**src/rtl/mipi_csi_pkg.sv**
```systemverilog
// Shared types and constants for the CSI-2 RX packet decoder (4 lanes x 16 bits).
package mipi_csi_pkg;

   localparam int unsigned BYTE_W         = 8;
   localparam int unsigned LANE_W         = 16;
   localparam int unsigned NUM_LANES      = 4;
   localparam int unsigned BYTES_PER_LANE = LANE_W / BYTE_W;
   localparam int unsigned DATA_W         = LANE_W * NUM_LANES;
   localparam int unsigned BE_W           = DATA_W / BYTE_W;
   localparam int unsigned WC_W           = 16;
   localparam int unsigned DT_W           = 6;
   localparam int unsigned VC_W           = 2;
   localparam int unsigned ECC_W          = 6;
   localparam int unsigned HDR_W          = WC_W + BYTE_W;

   localparam logic [BYTE_W-1:0] SYNC_BYTE   = 8'hB8;
   localparam logic [DT_W-1:0]   LONG_DT_MIN = 6'h10;

   localparam logic [DT_W-1:0] DT_FS    = 6'h00;
   localparam logic [DT_W-1:0] DT_FE    = 6'h01;
   localparam logic [DT_W-1:0] DT_RAW8  = 6'h2A;
   localparam logic [DT_W-1:0] DT_RAW10 = 6'h2B;
   localparam logic [DT_W-1:0] DT_RAW12 = 6'h2C;

   typedef enum logic [1:0] {
      IDLE    = 2'd0,
      PAYLOAD = 2'd1,
      DRAIN   = 2'd2
   } state_e;

   // Header fields covered by the ECC, DI in the low byte
   typedef struct packed {
      logic [WC_W-1:0]   wc;
      logic [BYTE_W-1:0] di;
   } hdr_t;

   // Byte enables for the last, partial payload word (n = 1..8)
   function automatic logic [BE_W-1:0] tail_mask(input logic [3:0] n);
      return BE_W'((9'd1 << n) - 9'd1);
   endfunction

endpackage

```
**src/rtl/mipi_csi_header_ecc.sv**
```systemverilog
// Combinational CSI-2 header ECC: 6-bit Hamming code over {WC, DI}.
module mipi_csi_header_ecc
   import mipi_csi_pkg::*;
(
   input  logic [HDR_W-1:0] hdr_i,
   output logic [ECC_W-1:0] ecc_c
);

   // Parity-bit coverage masks, bit k of the ECC uses ECC_MASK[k]
   localparam logic [HDR_W-1:0] ECC_MASK [ECC_W] = '{
      24'hF12CB7, 24'hF2555B, 24'h749A6D,
      24'hB8E38E, 24'hDF03F0, 24'hEFFC00
   };

   // Each ECC bit is the parity of its covered header bits
   always_comb begin
      for (int k = 0; k < ECC_W; k++) begin
         ecc_c[k] = ^(hdr_i & ECC_MASK[k]);
      end
   end

endmodule

```
**src/rtl/mipi_csi_rx_packet_decoder_16b4lane.sv**
```systemverilog
// CSI-2 RX packet decoder behind the 4-lane 16-bit lane aligner: sync check,
// header parse, payload reorder to stream order, FS/FE pulses.
// Optional header ECC check and header_err_o: define MIPI_CSI_RX_HEADER_ECC_EN.
module mipi_csi_rx_packet_decoder_16b4lane #(
   parameter logic [7:0] SYNC_BYTE   = mipi_csi_pkg::SYNC_BYTE,
   parameter logic [5:0] LONG_DT_MIN = mipi_csi_pkg::LONG_DT_MIN
) (
   input  logic                                clk_i,
   input  logic                                reset_n_i,
   input  logic                                data_valid_i,
   input  logic [mipi_csi_pkg::DATA_W-1:0]     data_i,
   output logic                                output_valid_o,
   output logic [mipi_csi_pkg::DATA_W-1:0]     data_o,
   output logic [mipi_csi_pkg::BE_W-1:0]       byte_en_o,
   output logic [mipi_csi_pkg::DT_W-1:0]       packet_type_o,
   output logic [mipi_csi_pkg::VC_W-1:0]       vc_o,
   output logic [mipi_csi_pkg::WC_W-1:0]       word_count_o,
   output logic                                frame_start_o,
   output logic                                frame_end_o,
`ifdef MIPI_CSI_RX_HEADER_ECC_EN
   output logic                                header_err_o,
`endif
   output logic                                abort_o
);

   import mipi_csi_pkg::BYTE_W;
   import mipi_csi_pkg::LANE_W;
   import mipi_csi_pkg::NUM_LANES;
   import mipi_csi_pkg::BYTES_PER_LANE;
   import mipi_csi_pkg::DATA_W;
   import mipi_csi_pkg::BE_W;
   import mipi_csi_pkg::WC_W;
   import mipi_csi_pkg::DT_W;
   import mipi_csi_pkg::VC_W;
   import mipi_csi_pkg::DT_FS;
   import mipi_csi_pkg::DT_FE;
   import mipi_csi_pkg::hdr_t;
   import mipi_csi_pkg::state_e;
   import mipi_csi_pkg::IDLE;
   import mipi_csi_pkg::PAYLOAD;
   import mipi_csi_pkg::DRAIN;
   import mipi_csi_pkg::tail_mask;

   state_e              state_q, state_d;
   logic                valid_prev_q, valid_prev_d;
   logic [WC_W-1:0]     rem_q, rem_d;
   logic                out_valid_q, out_valid_d;
   logic [DATA_W-1:0]   data_q, data_d;
   logic [BE_W-1:0]     byte_en_q, byte_en_d;
   logic [DT_W-1:0]     pt_q, pt_d;
   logic [VC_W-1:0]     vc_q, vc_d;
   logic [WC_W-1:0]     wc_q, wc_d;
   logic                fs_q, fs_d;
   logic                fe_q, fe_d;
   logic                abort_q, abort_d;

   hdr_t                hdr_c;
   logic                sync_ok_c;
   logic                rise_c;
   logic                hdr_ok_c;
   logic [DATA_W-1:0]   stream_c;

   assign hdr_c  = {data_i[47:40], data_i[31:24], data_i[15:8]};
   assign rise_c = data_valid_i & ~valid_prev_q;

   // Sync-byte check and lane-order to stream-order byte shuffle
   always_comb begin
      sync_ok_c = 1'b1;
      stream_c  = '0;
      for (int n = 0; n < NUM_LANES; n++) begin
         if (data_i[LANE_W*n +: BYTE_W] != SYNC_BYTE) sync_ok_c = 1'b0;
         for (int j = 0; j < BYTES_PER_LANE; j++) begin
            stream_c[BYTE_W*(NUM_LANES*j+n) +: BYTE_W] = data_i[LANE_W*n+BYTE_W*j +: BYTE_W];
         end
      end
   end

`ifdef MIPI_CSI_RX_HEADER_ECC_EN
   logic [mipi_csi_pkg::ECC_W-1:0] ecc_calc_c;
   logic [BYTE_W-1:0]              ecc_rx_c;
   logic                           hdr_err_q, hdr_err_d;

   assign ecc_rx_c = data_i[63:56];

   mipi_csi_header_ecc u_hdr_ecc (
      .hdr_i (hdr_c),
      .ecc_c (ecc_calc_c)
   );

   assign hdr_ok_c     = (ecc_rx_c[7:6] == 2'b00) && (ecc_rx_c[5:0] == ecc_calc_c);
   assign header_err_o = hdr_err_q;
`else
   assign hdr_ok_c = 1'b1;
`endif

   // Next-state and registered-output logic
   always_comb begin
      state_d      = state_q;
      valid_prev_d = data_valid_i;
      rem_d        = rem_q;
      out_valid_d  = 1'b0;
      data_d       = data_q;
      byte_en_d    = '0;
      pt_d         = pt_q;
      vc_d         = vc_q;
      wc_d         = wc_q;
      fs_d         = 1'b0;
      fe_d         = 1'b0;
      abort_d      = 1'b0;
`ifdef MIPI_CSI_RX_HEADER_ECC_EN
      hdr_err_d    = 1'b0;
`endif
      case (state_q)
         IDLE: begin
            if (rise_c) begin
               if (!sync_ok_c) begin
                  state_d = DRAIN;
               end else if (!hdr_ok_c) begin
                  state_d = DRAIN;
`ifdef MIPI_CSI_RX_HEADER_ECC_EN
                  hdr_err_d = 1'b1;
`endif
               end else begin
                  pt_d = hdr_c.di[5:0];
                  vc_d = hdr_c.di[7:6];
                  wc_d = hdr_c.wc;
                  if (hdr_c.di[5:0] < LONG_DT_MIN) begin
                     fs_d    = (hdr_c.di[5:0] == DT_FS);
                     fe_d    = (hdr_c.di[5:0] == DT_FE);
                     state_d = DRAIN;
                  end else if (hdr_c.wc == '0) begin
                     state_d = DRAIN;
                  end else begin
                     rem_d   = hdr_c.wc;
                     state_d = PAYLOAD;
                  end
               end
            end
         end
         PAYLOAD: begin
            if (data_valid_i) begin
               out_valid_d = 1'b1;
               data_d      = stream_c;
               if (rem_q > WC_W'(BE_W)) begin
                  byte_en_d = '1;
                  rem_d     = rem_q - WC_W'(BE_W);
               end else begin
                  byte_en_d = tail_mask(rem_q[3:0]);
                  rem_d     = '0;
                  state_d   = DRAIN;
               end
            end else begin
               abort_d = 1'b1;
               rem_d   = '0;
               state_d = IDLE;
            end
         end
         DRAIN: begin
            if (!data_valid_i) state_d = IDLE;
         end
         default: state_d = IDLE;
      endcase
   end

   // State and output registers; valid history resets high so a word already
   // in flight at reset release is not mistaken for a packet start
   always_ff @(posedge clk_i or negedge reset_n_i) begin
      if (!reset_n_i) begin
         state_q      <= IDLE;
         valid_prev_q <= 1'b1;
         rem_q        <= '0;
         out_valid_q  <= 1'b0;
         data_q       <= '0;
         byte_en_q    <= '0;
         pt_q         <= '0;
         vc_q         <= '0;
         wc_q         <= '0;
         fs_q         <= 1'b0;
         fe_q         <= 1'b0;
         abort_q      <= 1'b0;
`ifdef MIPI_CSI_RX_HEADER_ECC_EN
         hdr_err_q    <= 1'b0;
`endif
      end else begin
         state_q      <= state_d;
         valid_prev_q <= valid_prev_d;
         rem_q        <= rem_d;
         out_valid_q  <= out_valid_d;
         data_q       <= data_d;
         byte_en_q    <= byte_en_d;
         pt_q         <= pt_d;
         vc_q         <= vc_d;
         wc_q         <= wc_d;
         fs_q         <= fs_d;
         fe_q         <= fe_d;
         abort_q      <= abort_d;
`ifdef MIPI_CSI_RX_HEADER_ECC_EN
         hdr_err_q    <= hdr_err_d;
`endif
      end
   end

   assign output_valid_o = out_valid_q;
   assign data_o         = data_q;
   assign byte_en_o      = byte_en_q;
   assign packet_type_o  = pt_q;
   assign vc_o           = vc_q;
   assign word_count_o   = wc_q;
   assign frame_start_o  = fs_q;
   assign frame_end_o    = fe_q;
   assign abort_o        = abort_q;

endmodule

```
**config.mk**
```make
export PLATFORM = sky130hd
export DESIGN_NAME = mipi_csi_rx_packet_decoder_16b4lane
export DESIGN_NICKNAME = d
export VERILOG_FILES = /design/src/rtl/mipi_csi_pkg.sv /design/src/rtl/mipi_csi_header_ecc.sv /design/src/rtl/mipi_csi_rx_packet_decoder_16b4lane.sv
export SDC_FILE = /design/constraint.sdc
export NUM_CORES = 1
export LEC_CHECK = 0
export BUFFER_PORTS_ARGS = -buffer_cell sky130_fd_sc_hd__buf_2
export CAP_MARGIN = 20
export CORE_MARGIN = 5
export CORE_UTILIZATION = 50
export DETAILED_ROUTE_END_ITERATION = 7
export PLACE_DENSITY = 0.86
export SETUP_SLACK_MARGIN = 0.5
export SKIP_CTS_REPAIR_TIMING = 1
export SLEW_MARGIN = 30
export SYNTH_ARGS = -nofsm -noshare
export SYNTH_HDL_FRONTEND = slang
export SYNTH_HIERARCHICAL = 1
export SYNTH_SLANG_ARGS = --single-unit
export TNS_END_PERCENT = 100
```
**constraint.sdc**
```tcl
create_clock -name clk_i -period 2.1 [get_ports clk_i]
set_input_delay 0 -clock clk_i [delete_from_list [all_inputs] [get_ports clk_i]]
set_output_delay 0 -clock clk_i [all_outputs]
set_load 0.05 [all_outputs]
```
==> results of run 1 <==
-- cells in the mapped netlist, drive strengths merged, types with 2 or more instances --
library cell  number
a21oi              7
a22o              13
and4b              4
buf               13
clkbuf            10
dfrtp            118
ha                 2
inv                3
mux2              39
nand2            174
nand2b             2
nand3              3
nand4              3
nor2              22
nor3               7
nor4              10
nor4b              7
o21ai             13
o22ai             10
o31ai              3
o41ai              3
or2                2
-- flip-flops by register name (all words and copies together), names as in the netlist --
name / count
rem_q: 16
vc_o: 2
output_valid_o: 1
data_o: 64
word_count_o: 16
frame_end_o: 1
state_q: 2
valid_prev_q: 1
packet_type_o: 6
abort_o: 1
byte_en_o: 8
frame_start_o: 1
-- worst max-delay path, cell delays in order, from the launching register on --
cell     delay [ns]
dfrtp_1        0.40
inv_1          0.20
ha_1           0.28
nor4b_4        0.40
nand3_1        0.23
o41ai_2        0.32
a22o_1         0.24
-- path summary, 6_finish.rpt --
path,end,slack (ns),cells after the start
worst max register to register,rem_q[15],-0.04,6
worst min-delay path,rem_q[13],-0.0008,2
worst max-delay path,rem_q[15],-0.04,6
min in group clk_i,state_q[0],0.01,5
worst min register to register,data_o[55],0.47,2
max in group asynchronous,byte_en_o[7],1.32,3
-- metal layers --
layer,up-vias,track usage [%]
li1,2173,-
met1,2488,28.91
met2,370,38.19
met4,0,12.23
met5,-,0
met3,114,7.057
-- layout make-up --
cell class | instances | area [sq um] | share of cell area (%)
Multi-Input combinational cell | 337 | 2160 | 27.67
Inverter | 3 | 13.76 | 0.1763
Tap cell | 133 | 166.4 | 2.132
Sequential cell | 119 | 2984 | 38.23
Clock inverter | 9 | 170.2 | 2.180
Clock buffer | 23 | 466.7 | 5.979
Timing Repair Buffer | 261 | 1844 | 23.63
-- through the flow --
| stage | cell area (sq um) | util (%) | hold WS (ns) | power [W] | worst slack (ns) |
|---|---|---|---|---|---|
| after global placement | 6196 | 63.10 | -0.002224 | 0.002519 | 0.1871 |
| after CTS | 6833 | 69.58 | -0.5474 | 0.005630 | 0.08377 |
| after global routing | 7805 | 79.49 | 0.05054 | 0.005901 | -0.06877 |
| after floorplan | 5192 | - | -0.2956 | 0.002370 | 0.2710 |
| final | 7805 | 79.49 | -0.0008039 | 0.005758 | -0.04284 |
| after detailed placement | 6196 | 63.10 | -0.0001375 | 0.002525 | 0.1411 |
-- power groups by stage --
stage | registers [W] | logic, W | clock network, W
after floorplan | 0.00234 | 0.0000288 | 0
final | 0.00230 | 0.000302 | 0.00315
after detailed placement | 0.00234 | 0.000184 | 0
after global placement | 0.00234 | 0.000179 | 0
after CTS | 0.00230 | 0.000186 | 0.00314
after global routing | 0.00230 | 0.000323 | 0.00328
-- cells by family (layout without fill, tap and decap cells) --
logic type               count (synthesis)  after routing
XOR/XNOR                                 1              1
AO/OA/AOI/OAI                           53             53
buffers and inverters                   26            296
adder cells (fa/ha/maj)                  2              2
multiplexers                            39             39
flip-flops                             119            119
AND/OR/NAND/NOR                        242            242
==> metrics.yaml, run 1 <==
yosys.area_share.simple_pct: 21.86
cts_tree: "yes"
wl_met2_mm: 9.037
ant_nets: 0
initial_core_util_pct: 51.58
clockPowerShare_pct: 54.8
diodes: 0
die_w_um: 110.6
synth_edf_count: 0
ys_types: 44
seqPwrFrac_pct: 40.0
drc: 0
drt_iter0_markers: 592
fin_crit_sh_pct: 102.0
cts_made_buffers: 17
area_growth_pct: 54.10
slew_headroom_pct: 55.79
hold_viol: 1
grt_pass1_wl_mm: 23.60
clockBufferDepth: 2
arrival_ns: 2.60
final_common_cell: "nand2_1"
antenna_found_initial: 0
cts-root-buf: "clkbuf_8"
die_height_um: 110.6
violations: "hold timing, setup timing"
slew_violations: 0
drt_first_pass_iters: 7
wirelength_mm: 18.11
hold_ws_ns: -0.0008039
postSynthAreaPerCell_sq_um: 10.51
ys_ff_latch: 119
h-tree-depth: 4
fin_crit_ns: 2.143
synth_top_cell_by_area: "dfrtp_1"
p_leak_nw: 4.330
cp.required_ns: 2.55
io_buffers: 166
ir_drop_v: 0.0005261
status: "finished, violations left"
dr_wl_met3_mm: 1.600
synth_top_area_share_pct: 58.30
cts.sinks: 119
clk_pin_slew_ns: 0.06
internal_power_w: 0.004588
worstHoldPathType: "primary input to asynchronous set/reset pin"
netlist_instances: 482
nFillCells: 567
combinationalPowerShare_pct: 5.2
synthTopCellsByArea: "dfrtp_1 (58%), nand2_1 (13%), mux2_2 (4.4%), mux2_1 (4.2%), a22o_1 (2.2%)"
synth_fa_ha_area_share_pct: 0.4941
grt-ovfl-total: 0
synth_warnings: 6
crit_type: "register to register"
boundaryPins: 167
p_per_area_nw_per_um2: 737.7
dieArea_sq_um: 12240
cap_violations: 0
grt_usage_pct: 23.73
grt_pass1_vias: 4644
finClkSkew_ns: 0.01028
synth_ff_type: "dfrtp_1"
wl_per_cell_um: 20.46
placed_cells: 774
num_vias: 5145
syn_area_sq_um: 5065
core.rowCount: 36
cp_max_fo: 6
setup_violations: 1
synth_top_family_by_area: "simple AND/OR/NAND/NOR gates"
cp-start-kind: "register"
synthArstFlopShare_pct: 100.0
core_area_sq_um: 9819
drive_gt1_share_pct: 38.96
dp_hpwl_mm: 10.02
synth_seq_area_share_pct: 58.82
routedLengthMet1_mm: 6.490
max_clock_freq_ghz: 0.4667
synth_nets: 551
rsz0062_at_grt: "yes"
timing.rr.start: "rem_q[3]"
viasPerCell: 5.814
place_congestion: 0.8966
cp-startpoint: "rem_q[3]"
finalSetupTns_ns: -0.04284
p_switching_w: 0.001170
fin_nets: 808
synth_compound_area_share_pct: 7.213
finalNonFillerCells: 885
cp-end-kind: "register"
setup_slack_ns: -0.04284
top_layer: "met4"
synthXorXnorAreaFrac_pct: 0.1729
worst_pin_slew_ns: 0.6632
synth_mux_area_share_pct: 8.671
layout_common_cells: "nand2_1 (172), buf_2 (165), dfrtp_1 (114), dlygate4sd3_1 (67), mux2_4 (25)"
grt_start_max_net_pins: 65
clock_latency_ns: 0.52
power.share.switching_pct: 20.31
Power figures use the tool's default switching activity.
==> inputs of run 2 (changes only) <==
--- a/config.mk
+++ b/config.mk
@@ -5,12 +5,13 @@
 export SDC_FILE = /design/constraint.sdc
 export NUM_CORES = 1
 export LEC_CHECK = 0
+export ABC_AREA = 1
 export BUFFER_PORTS_ARGS = -buffer_cell sky130_fd_sc_hd__buf_2
 export CAP_MARGIN = 20
 export CORE_MARGIN = 5
-export CORE_UTILIZATION = 50
+export CORE_UTILIZATION = 52
 export DETAILED_ROUTE_END_ITERATION = 7
-export PLACE_DENSITY = 0.86
+export PLACE_DENSITY = 0.88
 export SETUP_SLACK_MARGIN = 0.5
 export SKIP_CTS_REPAIR_TIMING = 1
 export SLEW_MARGIN = 30
==> metrics.yaml, run 2 <==
synth_top_area_share_pct: 53.27
worstRegToRegCells: 10
viasPerCell: 5.256
synth_nets: 716
cp-endpoint: "rem_q[14]"
final_common_cell: "nand2_1"
core_area_sq_um: 10370
cp.required_ns: 2.50
die_w_um: 113.2
r2r_end: "rem_q[14]"
worstHoldPathType: "primary input to asynchronous set/reset pin"
wl_per_cell_um: 16.63
io_buffers: 166
wirelength_mm: 17.28
arrival_ns: 2.04
synth_top_cell_by_area: "dfrtp_1"
ys_types: 31
diodes: 0
cts.sinks: 119
ff2ff_setup_slack_ns: 0.46
rsz0062_at_grt: "yes"
ant_nets: 0
place_congestion: 0.9228
setup_violations: 0
cp_max_fo: 4
ys_ff_latch: 119
synth.most_common_cell: "nand2_1"
slew_violations: 0
drt_iter0_markers: 480
p_leak_nw: 4.270
grt_pass1_vias: 4621
antenna_found_initial: 0
area_growth_pct: 40.70
dp_hpwl_mm: 10.01
synthArstFlopShare_pct: 100.0
p_per_area_nw_per_um2: 790.8
boundaryPins: 167
cp-end-kind: "register"
initial_core_util_pct: 53.45
synth_ff_type: "dfrtp_1"
cp-startpoint: "rem_q[5]"
ir_drop_v: 0.0004402
drt_first_pass_iters: 5
setup_slack_ns: 0.4562
cp-start-kind: "register"
postSynthAreaPerCell_sq_um: 8.567
grt-ovfl-total: 0
cap_violations: 0
timing.rr.start: "rem_q[5]"
largest_reg_flops: 64
h-tree-depth: 4
cts_made_buffers: 17
synth_edf_count: 0
clock_latency_ns: 0.51
dieArea_sq_um: 12820
synthTopCellsByArea: "dfrtp_1 (53%), nand2_1 (16%), o21ai_2 (4.6%), o21ai_0 (4.5%), inv_1 (4.0%)"
grt_start_max_net_pins: 58
synth_seq_area_share_pct: 53.75
num_vias: 5461
synth_warnings: 6
post-place-ws_ns: 0.4623
slew_headroom_pct: 64.40
grt_pass1_wl_mm: 22.94
grt_usage_pct: 22.40
nFillCells: 641
cts-root-buf: "clkbuf_8"
cts_tree: "yes"
fin_crit_sh_pct: 78.28
status: "complete, no violations"
clockBufferDepth: 2
core.rowCount: 37
fin_crit_ns: 1.644
hold_ws_ns: 0.04323
worst_pin_slew_ns: 0.5334
finClkSkew_ns: 0.006064
drc: 0
fin_nets: 959
netlist_instances: 647
clk_pin_slew_ns: 0.06
drive_gt1_share_pct: 32.34
syn_area_sq_um: 5543
synth_common_cells: "nand2_1 (229), dfrtp_1 (118), inv_1 (59)"
hold_viol: 0
finalSetupTns_ns: 0
crit_type: "register to register"
die_height_um: 113.2
max_clock_freq_ghz: 0.6083
layout_common_cells: "nand2_1 (226), buf_2 (165), dfrtp_1 (113), dlygate4sd3_1 (66), inv_1 (58)"
## run 2: layout make-up
type / count / area [sq um] / area share [%]
sequential: 119 / 2985 / 38.28
tap: 136 / 170.2 / 2.182
multi-input combinational: 438 / 2192 / 28.11
clock buffer: 20 / 435.4 / 5.583
timing repair buffer: 249 / 1663 / 21.32
clock inverter: 12 / 103.9 / 1.332
inverter: 65 / 249.0 / 3.193
## run 2: routing by layer
metal | GRT usage [%] | wire length (um) | up-vias
met3 | 5.187 | 1350 | 76
met5 | 0 | 0 | -
li1 | - | - | 2507
met4 | 7.131 | 876 | 0
met1 | 29.78 | 6556 | 2561
met2 | 36.57 | 8498 | 317
## run 2: critical path, stage by stage (launching register included)
cell and delay [ns]:
dfrtp_1 0.42, nor2_2 0.16, buf_4 0.14, nand2_1 0.10, nor2_2 0.19, nand2_1 0.10
xor2_1 0.15, nand2_1 0.08, nand2_1 0.07, nand2_1 0.07, nand2_1 0.05
## run 2: worst min path at each step
stage	start	end	slack, ns	cells past startpoint
floorplan	reset_n_i	abort_o	-0.30	0
global placement	reset_n_i	data_o[62]	0.004	1
detailed placement	reset_n_i	data_o[62]	0.009	1
CTS	reset_n_i	data_o[62]	-0.53	1
global route	reset_n_i	data_o[22]	0.07	2
finish	reset_n_i	data_o[62]	0.04	2
## run 2: cells by family (layout without fill, tap and decap cells)
group	count (synthesis)	count (layout)	share of synthesized area, %
AO/OA/AOI/OAI	81	81	9.323
XOR/XNOR	11	11	1.738
adder cells (fa/ha/maj)	2	2	0.4514
buffers and inverters	90	346	7.336
flip-flops	119	119	53.75
AND/OR/NAND/NOR	344	344	27.40
## run 2: stage by stage
stage	area [sq um]	total power, W	cells	utilization [%]
floorplan	5543	0.003101	647	-
global placement	6469	0.003370	932	62.38
detailed placement	6469	0.003395	932	62.38
CTS	7008	0.006033	964	67.58
global route	7799	0.006400	1039	75.21
finish	7799	0.006167	1039	75.21
## run 2: power by group
| part | total (W) | internal [W] | switching [W] |
|---|---|---|---|
| combinational | 0.00101 | 0.000343 | 0.000665 |
| clock | 0.00264 | 0.00159 | 0.00104 |
| sequential | 0.00252 | 0.00241 | 0.000116 |
